==> src/rtl/uart_tx_arbiter.sv <==
// Round-robin arbiter sharing one UART transmitter among NUM_REQ byte sources, with bounded bursts.
// Optional tx_done watchdog: define UART_TX_ARB_TIMEOUT_EN.
module uart_tx_arbiter #(
  parameter int NUM_REQ     = 4,
  parameter int DATA_W      = 8,
  parameter int MAX_BURST   = 4,
  parameter int TIMEOUT_CYC = 50000
) (
  input  logic                      clk,
  input  logic                      rst_n,
  input  logic [NUM_REQ-1:0]        req,
  input  logic [NUM_REQ*DATA_W-1:0] req_data,
  input  logic [NUM_REQ-1:0]        req_last,
  output logic [NUM_REQ-1:0]        ack,
  output logic [NUM_REQ-1:0]        grant,
  output logic                      tx_start,
  output logic [DATA_W-1:0]         tx_data,
  input  logic                      tx_busy,
  input  logic                      tx_done,
  output logic                      err
);

  localparam int IDX_W = $clog2(NUM_REQ);

  typedef enum logic [1:0] {IDLE, SEND, WAIT_DONE} state_t;

  state_t              state, state_nxt;
  logic [IDX_W-1:0]    ptr, ptr_nxt, owner, owner_nxt, pick_idx;
  logic                pick_valid;
  logic [3:0]          burst_cnt, burst_nxt;
  logic                last_f, last_nxt;
  logic [NUM_REQ-1:0]  grant_nxt, ack_nxt;
  logic                tx_start_nxt, err_nxt;
  logic [DATA_W-1:0]   tx_data_nxt;
  logic                do_send, do_release, do_timeout, timeout_hit;

  // First requesting index at or after ptr, wrapping; iterate backwards so the nearest one wins.
  always_comb begin
    int idx;
    idx        = 0;
    pick_valid = 1'b0;
    pick_idx   = '0;
    for (int i = NUM_REQ - 1; i >= 0; i--) begin
      idx = int'(ptr) + i;
      if (idx >= NUM_REQ) idx = idx - NUM_REQ;
      if (req[idx]) begin
        pick_valid = 1'b1;
        pick_idx   = idx[IDX_W-1:0];
      end
    end
  end

`ifdef UART_TX_ARB_TIMEOUT_EN
  localparam int TMR_W = $clog2(TIMEOUT_CYC + 1);
  logic [TMR_W-1:0] timer;

  always_ff @(posedge clk) begin
    if (!rst_n)                 timer <= '0;
    else if (state != WAIT_DONE) timer <= '0;
    else                        timer <= timer + 1'b1;
  end

  assign timeout_hit = (state == WAIT_DONE) && (timer == TMR_W'(TIMEOUT_CYC - 1));
`else
  logic unused_timeout_cfg;
  assign unused_timeout_cfg = ^TIMEOUT_CYC;
  assign timeout_hit        = 1'b0;
`endif

  always_ff @(posedge clk) begin
    if (!rst_n) state <= IDLE;
    else        state <= state_nxt;
  end

  // tx_done arriving while tx_start is still high belongs to no byte of ours and is ignored.
  always_comb begin
    state_nxt  = state;
    do_send    = 1'b0;
    do_release = 1'b0;
    do_timeout = 1'b0;
    case (state)
      IDLE: if (pick_valid) state_nxt = SEND;
      SEND: begin
        if (!req[owner]) begin
          do_release = 1'b1;
          state_nxt  = IDLE;
        end else if (!tx_busy) begin
          do_send   = 1'b1;
          state_nxt = WAIT_DONE;
        end
      end
      WAIT_DONE: begin
        if (tx_done && !tx_start) begin
          if (last_f || burst_cnt == 4'(MAX_BURST) || !req[owner]) begin
            do_release = 1'b1;
            state_nxt  = IDLE;
          end else begin
            state_nxt = SEND;
          end
        end else if (timeout_hit) begin
          do_release = 1'b1;
          do_timeout = 1'b1;
          state_nxt  = IDLE;
        end
      end
      default: state_nxt = IDLE;
    endcase
  end

  always_comb begin
    grant_nxt    = grant;
    owner_nxt    = owner;
    ptr_nxt      = ptr;
    burst_nxt    = burst_cnt;
    last_nxt     = last_f;
    tx_data_nxt  = tx_data;
    ack_nxt      = '0;
    tx_start_nxt = 1'b0;
    err_nxt      = do_timeout;
    if (state == IDLE && pick_valid) begin
      grant_nxt           = '0;
      grant_nxt[pick_idx] = 1'b1;
      owner_nxt           = pick_idx;
      burst_nxt           = '0;
    end
    if (do_send) begin
      tx_start_nxt = 1'b1;
      ack_nxt      = grant;
      tx_data_nxt  = req_data[owner*DATA_W +: DATA_W];
      last_nxt     = req_last[owner];
      burst_nxt    = burst_cnt + 4'd1;
    end
    if (do_release) begin
      grant_nxt = '0;
      ptr_nxt   = (owner == IDX_W'(NUM_REQ - 1)) ? '0 : owner + 1'b1;
    end
  end

  always_ff @(posedge clk) begin
    if (!rst_n) begin
      grant     <= '0;
      ack       <= '0;
      tx_start  <= 1'b0;
      tx_data   <= '0;
      err       <= 1'b0;
      owner     <= '0;
      ptr       <= '0;
      burst_cnt <= '0;
      last_f    <= 1'b0;
    end else begin
      grant     <= grant_nxt;
      ack       <= ack_nxt;
      tx_start  <= tx_start_nxt;
      tx_data   <= tx_data_nxt;
      err       <= err_nxt;
      owner     <= owner_nxt;
      ptr       <= ptr_nxt;
      burst_cnt <= burst_nxt;
      last_f    <= last_nxt;
    end
  end

endmodule

==> config.mk <==
export PLATFORM = sky130hd
export DESIGN_NAME = uart_tx_arbiter
export DESIGN_NICKNAME = d
export VERILOG_FILES = /design/src/rtl/uart_tx_arbiter.sv
export SDC_FILE = /design/constraint.sdc
export NUM_CORES = 1
export LEC_CHECK = 0
export BUFFER_PORTS_ARGS = -buffer_cell sky130_fd_sc_hd__buf_2
export CAP_MARGIN = 0
export CORE_MARGIN = 8
export CORE_UTILIZATION = 30
export DETAILED_ROUTE_END_ITERATION = 12
export MAX_ROUTING_LAYER = met4
export PLACE_DENSITY_LB_ADDON = 0.2
export SLEW_MARGIN = 20
export SYNTH_ARGS = -nofsm -noshare
export SYNTH_HDL_FRONTEND = slang
export SYNTH_SLANG_ARGS = --single-unit
export TNS_END_PERCENT = 20
==> constraint.sdc <==
create_clock -name clk -period 2.44 [get_ports clk]
set_clock_uncertainty 0.2 [all_clocks]
set_input_delay 0.244 -clock clk [delete_from_list [all_inputs] [get_ports clk]]
set_output_delay 0.244 -clock clk [all_outputs]
set_load 0.01 [all_outputs]
# Word level (Yosys, flattened, before mapping)
# Index checks and enable logic that the tools add are counted.
[word_totals]
latch_bits = 0
n_memories = 0
input_bits = 44
ram_bits = 0
wordCells = 97
ff_bits = 28
rom_bits = 0
out_inout_bits = 18
[classes]
div_mod_pow = 0
reduce_logical = 12
magnitude_cmp = 11
mux = 47
mul = 0
bitwise = 1
n_addsub = 9
n_shift = 1
eq_ne = 7
[op_table]
columns = ["cell", "count"]
rows = [
  ["$lt 32x4->1 const B", 4],
  ["$mux 32", 4],
  ["$shiftx 32x6->8", 1],
  ["$mux 1", 23],
  ["$mux 2", 9],
  ["$bmux 1 s2", 6],
  ["$sub 3x3->4 const B", 3],
  ["$ge 3x3->1 const B", 3],
  ["$mux 4", 2],
  ["$add 2x2->3 const B", 2],
  ["$lt 2x3->1 const B", 2],
  ["$pmux 2 s3", 1],
  ["$add 4x1->4 const B", 1],
  ["$eq 2x2->1 const B", 2],
  ["$eq 4x3->1 const B", 1],
  ["$ne 2x2->1 const B", 2],
  ["$sub 2x3->4 const B", 1],
  ["$add 2x1->3 const B", 1],
  ["$ge 2x3->1 const B", 1],
  ["$logic_and 1x1->1", 3],
  ["$ne 3x3->1 const B", 1],
  ["$reduce_and 3->1", 1],
  ["$add 2x1->2 const B", 1],
  ["$demux 1 s2", 1],
  ["other kinds (10)", 12],
]

# Depth between registers and ports, before layout
[logic_depth]
word_depth = 14
depth_mapped = 7
mapped_depth_nobuf = 7

# Worst setup path before layout
# OpenSTA, ideal clock, no wires.
[synth_path]
path_kind = "reg2reg"
start = "register owner[0]"
end = "register ptr[0]"
synth_period_minus_slack_ns = 2.046
stages_incl_launch_ff = 6
setup_time_ns = 0.070
required_ns = 2.170
arrival_ns = 1.776
slack_ns = 0.394
path_buffers = 0
cell_sequence = "dfxtp_1 -> mux4_2 -> a311oi_2 -> o21ai_2 -> or3_1 -> a21oi_1"
[synth_via]
elab_chain_len = 7
elab_cells_between_ends = 11
cone_classes = "add/sub: 1; eq/ne: 1; mux: 7; reduce/logical: 2"
[synth_lines]
columns = ["item", "line", "text"]
rows = [
  ["start, declared", "28", "logic [IDX_W-1:0] ptr, ptr_nxt, owner, owner_nxt, pick_idx;"],
  ["start signal, assigned", "156", "owner <= owner_nxt;"],
  ["$bmux 1 s2", "84, 94", ""],
  ["$mux 1 (implied by the code)", "84, 94", ""],
  ["$logic_not 1->1", "94", "if (last_f || burst_cnt == 4'(MAX_BURST) || !req[owner]) begin"],
  ["$logic_or 1x1->1", "94", ""],
  ["$mux 1", "94", ""],
  ["$mux 1", "93", "if (tx_done && !tx_start) begin"],
  ["$pmux 1 s2", "81", "case (state)"],
  ["end signal, assigned", "157", "ptr <= ptr_nxt;"],
  ["end, declared", "28", ""],
]
# Several ways; a longest one is shown, not always the timed one. The select of a mux whose other input is x is not followed.
# A chain may end at the register's enable or synchronous reset.

# Worst setup path in the final report
# Ends and elaborated chain as after synthesis.

==> tab_implementation.tex <==
\begin{tabular}{lr}
\hline
Metric & Value \\
\hline
\multicolumn{2}{l}{\textbf{Run status}} \\
Status & finished, final reports clean \\
\multicolumn{2}{l}{\textbf{Logic synthesis}} \\
Biggest area consumer among synthesized cells & sky130\_fd\_sc\_hd\_\_dfxtp\_1 \\
Nets in the synthesized netlist & 214 \\
Synthesis Warnings & 0 \\
Library cells used by synthesis & 30 \\
Synth top area cells & sky130\_fd\_sc\_hd\_\_dfxtp\_1 38\%, sky130\_fd\_sc\_hd\_\_mux4\_2 15\%, sky130\_fd\_sc\_hd\_\_nand2\_1 8.1\%, sky130\_fd\_sc\_hd\_\_a21oi\_1 7.5\%, sky130\_fd\_sc\_hd\_\_ha\_1 5.9\% \\
Average footprint of a synthesized cell & 9.04 um\^{}2 \\
Top-area cell type share of the netlist area & 38.0\% \\
Synthesized instance count & 163 \\
Sequential fraction of the synthesis area & 38.0\% \\
Summed instance area of the synthesized netlist & 0.00147 mm\^{}2 \\
Synthesis-stage register bit count & 28 \\
\multicolumn{2}{l}{\textbf{CTS}} \\
Clock root buffer master & sky130\_fd\_sc\_hd\_\_clkbuf\_8 \\
Inserted Clock Buffers & 3 \\
Clock sink count & 28 \\
Number of gates resized after CTS & 0 \\
Buffer levels on the longest clock path & 2 \\
H-Tree Level Count & 1 \\
Post-CTS repair timing setup buffer count & 0 \\
TritonCTS clock tree & yes \\
Source-to-sink clock delay at the later pin of the worst-skew pair & between 0.2 and 0.3 ns \\
Hold buffer count at cts & 0 \\
Clock-pin slew of the registers on the worst-case setup and hold paths & 0.10 ns \\
\multicolumn{2}{l}{\textbf{Placed design}} \\
Routability congestion estimate & 0.733 \\
Post-DP HPWL & 3.17 mm \\
Place WS & between 0.1 and 0.15 ns \\
Input/output buffers & 60 \\
Placed inst area & between 0.0015 and 0.002 mm\^{}2 \\
\multicolumn{2}{l}{\textbf{Final layout}} \\
Most common cell after layout, fill and taps aside & sky130\_fd\_sc\_hd\_\_buf\_2 \\
Most frequent cells in the layout & 60 x sky130\_fd\_sc\_hd\_\_buf\_2, 32 x sky130\_fd\_sc\_hd\_\_nand2\_1, 28 x sky130\_fd\_sc\_hd\_\_dfxtp\_1 \\
Fill count & 504 \\
Post-route design area & 0.00193 mm\^{}2 \\
Net total in the final layout & 276 \\
Area delta synth->final & 31.2\% \\
Fraction of layout instances using a drive strength above 1 & 36.6\% \\
Antenna fix cells & 0 \\
\multicolumn{2}{l}{\textbf{Power}} \\
Proportion of power drawn by flip-flops and latches & 44.1\% \\
Sw frac & 27.0\% \\
Max rail drop VDD & 293 uV \\
Internal Pwr Total & 823 uW \\
Clock group share of total power & 33.1\% \\
LEAKAGE & 0.833 nW \\
Logic pwr share & 22.7\% \\
Ratio of total power to cell area & around 580 mW/mm\^{}2 \\
Power spent charging and discharging nets & 305 uW \\
\multicolumn{2}{l}{\textbf{Die}} \\
Placeable core region & 0.00472 mm\^{}2 \\
Number of placed I/O pins & between 60 and 70 \\
DIE AREA & approximately 0.0074 mm\^{}2 \\
Initial Utilization & 31.2\% \\
Standard-cell row count & 25 \\
Floorplan die width & 86.1 um \\
Floorplan die height & approximately 86 um \\
\multicolumn{2}{l}{\textbf{Drt}} \\
Via count & 1,386 \\
First DRT Iteration DRCs & 108 \\
Overall routed net length & 4.08 mm \\
DR DRC count & 0 \\
Antenna-violating nets left & 0 \\
Post-detailed-route via-to-cell ratio & roughly 4.8 \\
Number of detailed-route iterations in the first pass & 4 \\
Average wire length per cell after detail routing & 14.0 um \\
\multicolumn{2}{l}{\textbf{Global route}} \\
Vias in the first global route & 1,470 \\
Largest net degree at the start of global routing & 21 \\
Overall fraction of global-route tracks in use & around 12\% \\
Grt ovf & 0 \\
Antenna violations before repair & 0 \\
Wire length of the first global-routing pass & just under 7 mm \\
\multicolumn{2}{l}{\textbf{STA}} \\
Total Neg Setup Slack & 0 ns \\
Post-layout min period & 2.18 ns \\
Maximum clock frequency & 459 MHz \\
Hold WS & about 0.066 ns \\
Worst slew margin & 52.6\% \\
Number of endpoints with negative hold slack in the final report & 0 \\
RSZ-0062 raised after global routing & no \\
Number of pins with negative max-slew slack in the final report & 0 \\
Setup violations, final & 0 \\
Setup slack of the critical path after layout & 0.261 ns \\
Actual slew at the worst max-slew pin & 0.711 ns \\
Final worst path period share & a little under 90\% \\
\multicolumn{2}{l}{\textbf{Worst setup path}} \\
Start-to-end type of the worst setup path & reg -> reg \\
Required time at the endpoint of the critical path & 2.45 ns \\
Highest net fanout along the worst path & 5 \\
Critical path data arrival time & about 2.2 ns \\
Sort of element at the end of the critical path & flip-flop \\
Crit path launch type & flip-flop \\
\multicolumn{2}{l}{\textbf{Job}} \\
Number of maximum-capacitance violations & 0 \\
\multicolumn{2}{l}{\textbf{Worst hold path}} \\
Worst min-delay path class & in -> reg \\
\hline
\end{tabular}
-- Yosys cell counts (all sizes together) --
cell type  number
nand2          32
dfxtp          28
a21oi          22
mux4           10
inv             9
nand3           8
nor2            8
ha              7
clkbuf          6
and3            4
nand3b          4
or3             4
a22oi           2
buf             2
mux2i           2
nand2b          2
a211oi          1
a2bb2oi         1
a311oi          1
a31oi           1
a41oi           1
conb            1
nor2b           1
nor3b           1
nor4            1
o21a            1
o21ai           1
o41ai           1
or3b            1
-- metal layers --
metal  up-vias  global-route usage, %  routed length, um
li1        696                      -                  -
met1       648                   13.4               1760
met2        37                   19.2               2090
met3         5                   2.01                161
met4         0                   4.94                 64
met5         -                      -                  0
-- power groups by stage --
stage | clock network (mW) | logic [mW] | registers [mW]
floorplan | 0 | 0.155 | 0.513
global placement | 0 | 0.254 | 0.508
detailed placement | 0 | 0.257 | 0.508
CTS | 0.383 | 0.259 | 0.498
global route | 0.398 | 0.289 | 0.501
finish | 0.374 | 0.257 | 0.498
-- state kept, by name, indices dropped and copies added, names as in the netlist --
| register | flops |
|---|---|
| ptr | 2 |
| tx_start | 1 |
| last_f | 1 |
| tx_data | 8 |
| burst_cnt | 4 |
| owner | 2 |
| grant | 4 |
| ack | 4 |
| state | 2 |
-- worst max-delay path, stage by stage (launching register included) --
cell and delay [ns]:
sky130_fd_sc_hd__dfxtp_1 0.36, sky130_fd_sc_hd__mux4_2 0.52, sky130_fd_sc_hd__buf_4 0.17, sky130_fd_sc_hd__a311oi_2 0.27
sky130_fd_sc_hd__o21ai_2 0.14, sky130_fd_sc_hd__or3_1 0.31, sky130_fd_sc_hd__a21oi_1 0.14
-- logic make-up after synthesis --
| group | share of synthesized area, % |
|---|---|
| adders and majority gates | 5.94 |
| and+or+nand+nor | 21.1 |
| muxes | 16.6 |
| AOI/OAI and AO/OA | 13.3 |
| buffers and inverters | 4.67 |
| other | 0.254 |
| DFF | 38.0 |
-- final timing paths --
path	depth (start not counted)	slack, ns	end	start
max reg2reg	6	0.26	ptr[0]	owner[0]
min	3	0.07	state[0]	rst_n
max	6	0.26	ptr[0]	owner[0]
min reg2reg	2	0.26	tx_data[5]	tx_data[5]
-- metrics by stage --
stage          power (mW)  std cells  util, %
2_1_floorplan       0.668        163        -
3_3_place_gp        0.763        287     39.4
3_5_place_dp        0.765        287     39.4
4_1_cts              1.14        291     40.9
5_1_grt              1.19        291     41.0
6_report             1.13        291     41.0
-- layout make-up --
cell class                 count  area, um^2  share of cell area (%)
clock buffer                   3        41.3                    2.13
timing repair buffer          65         338                    17.5
tap                           67        83.8                    4.33
sequential                    28         561                    29.0
inverter                       9        33.8                    1.75
clock inverter                 1        30.0                    1.55
multi-input combinational    118         847                    43.8
(Power assumes the default switching activity.)
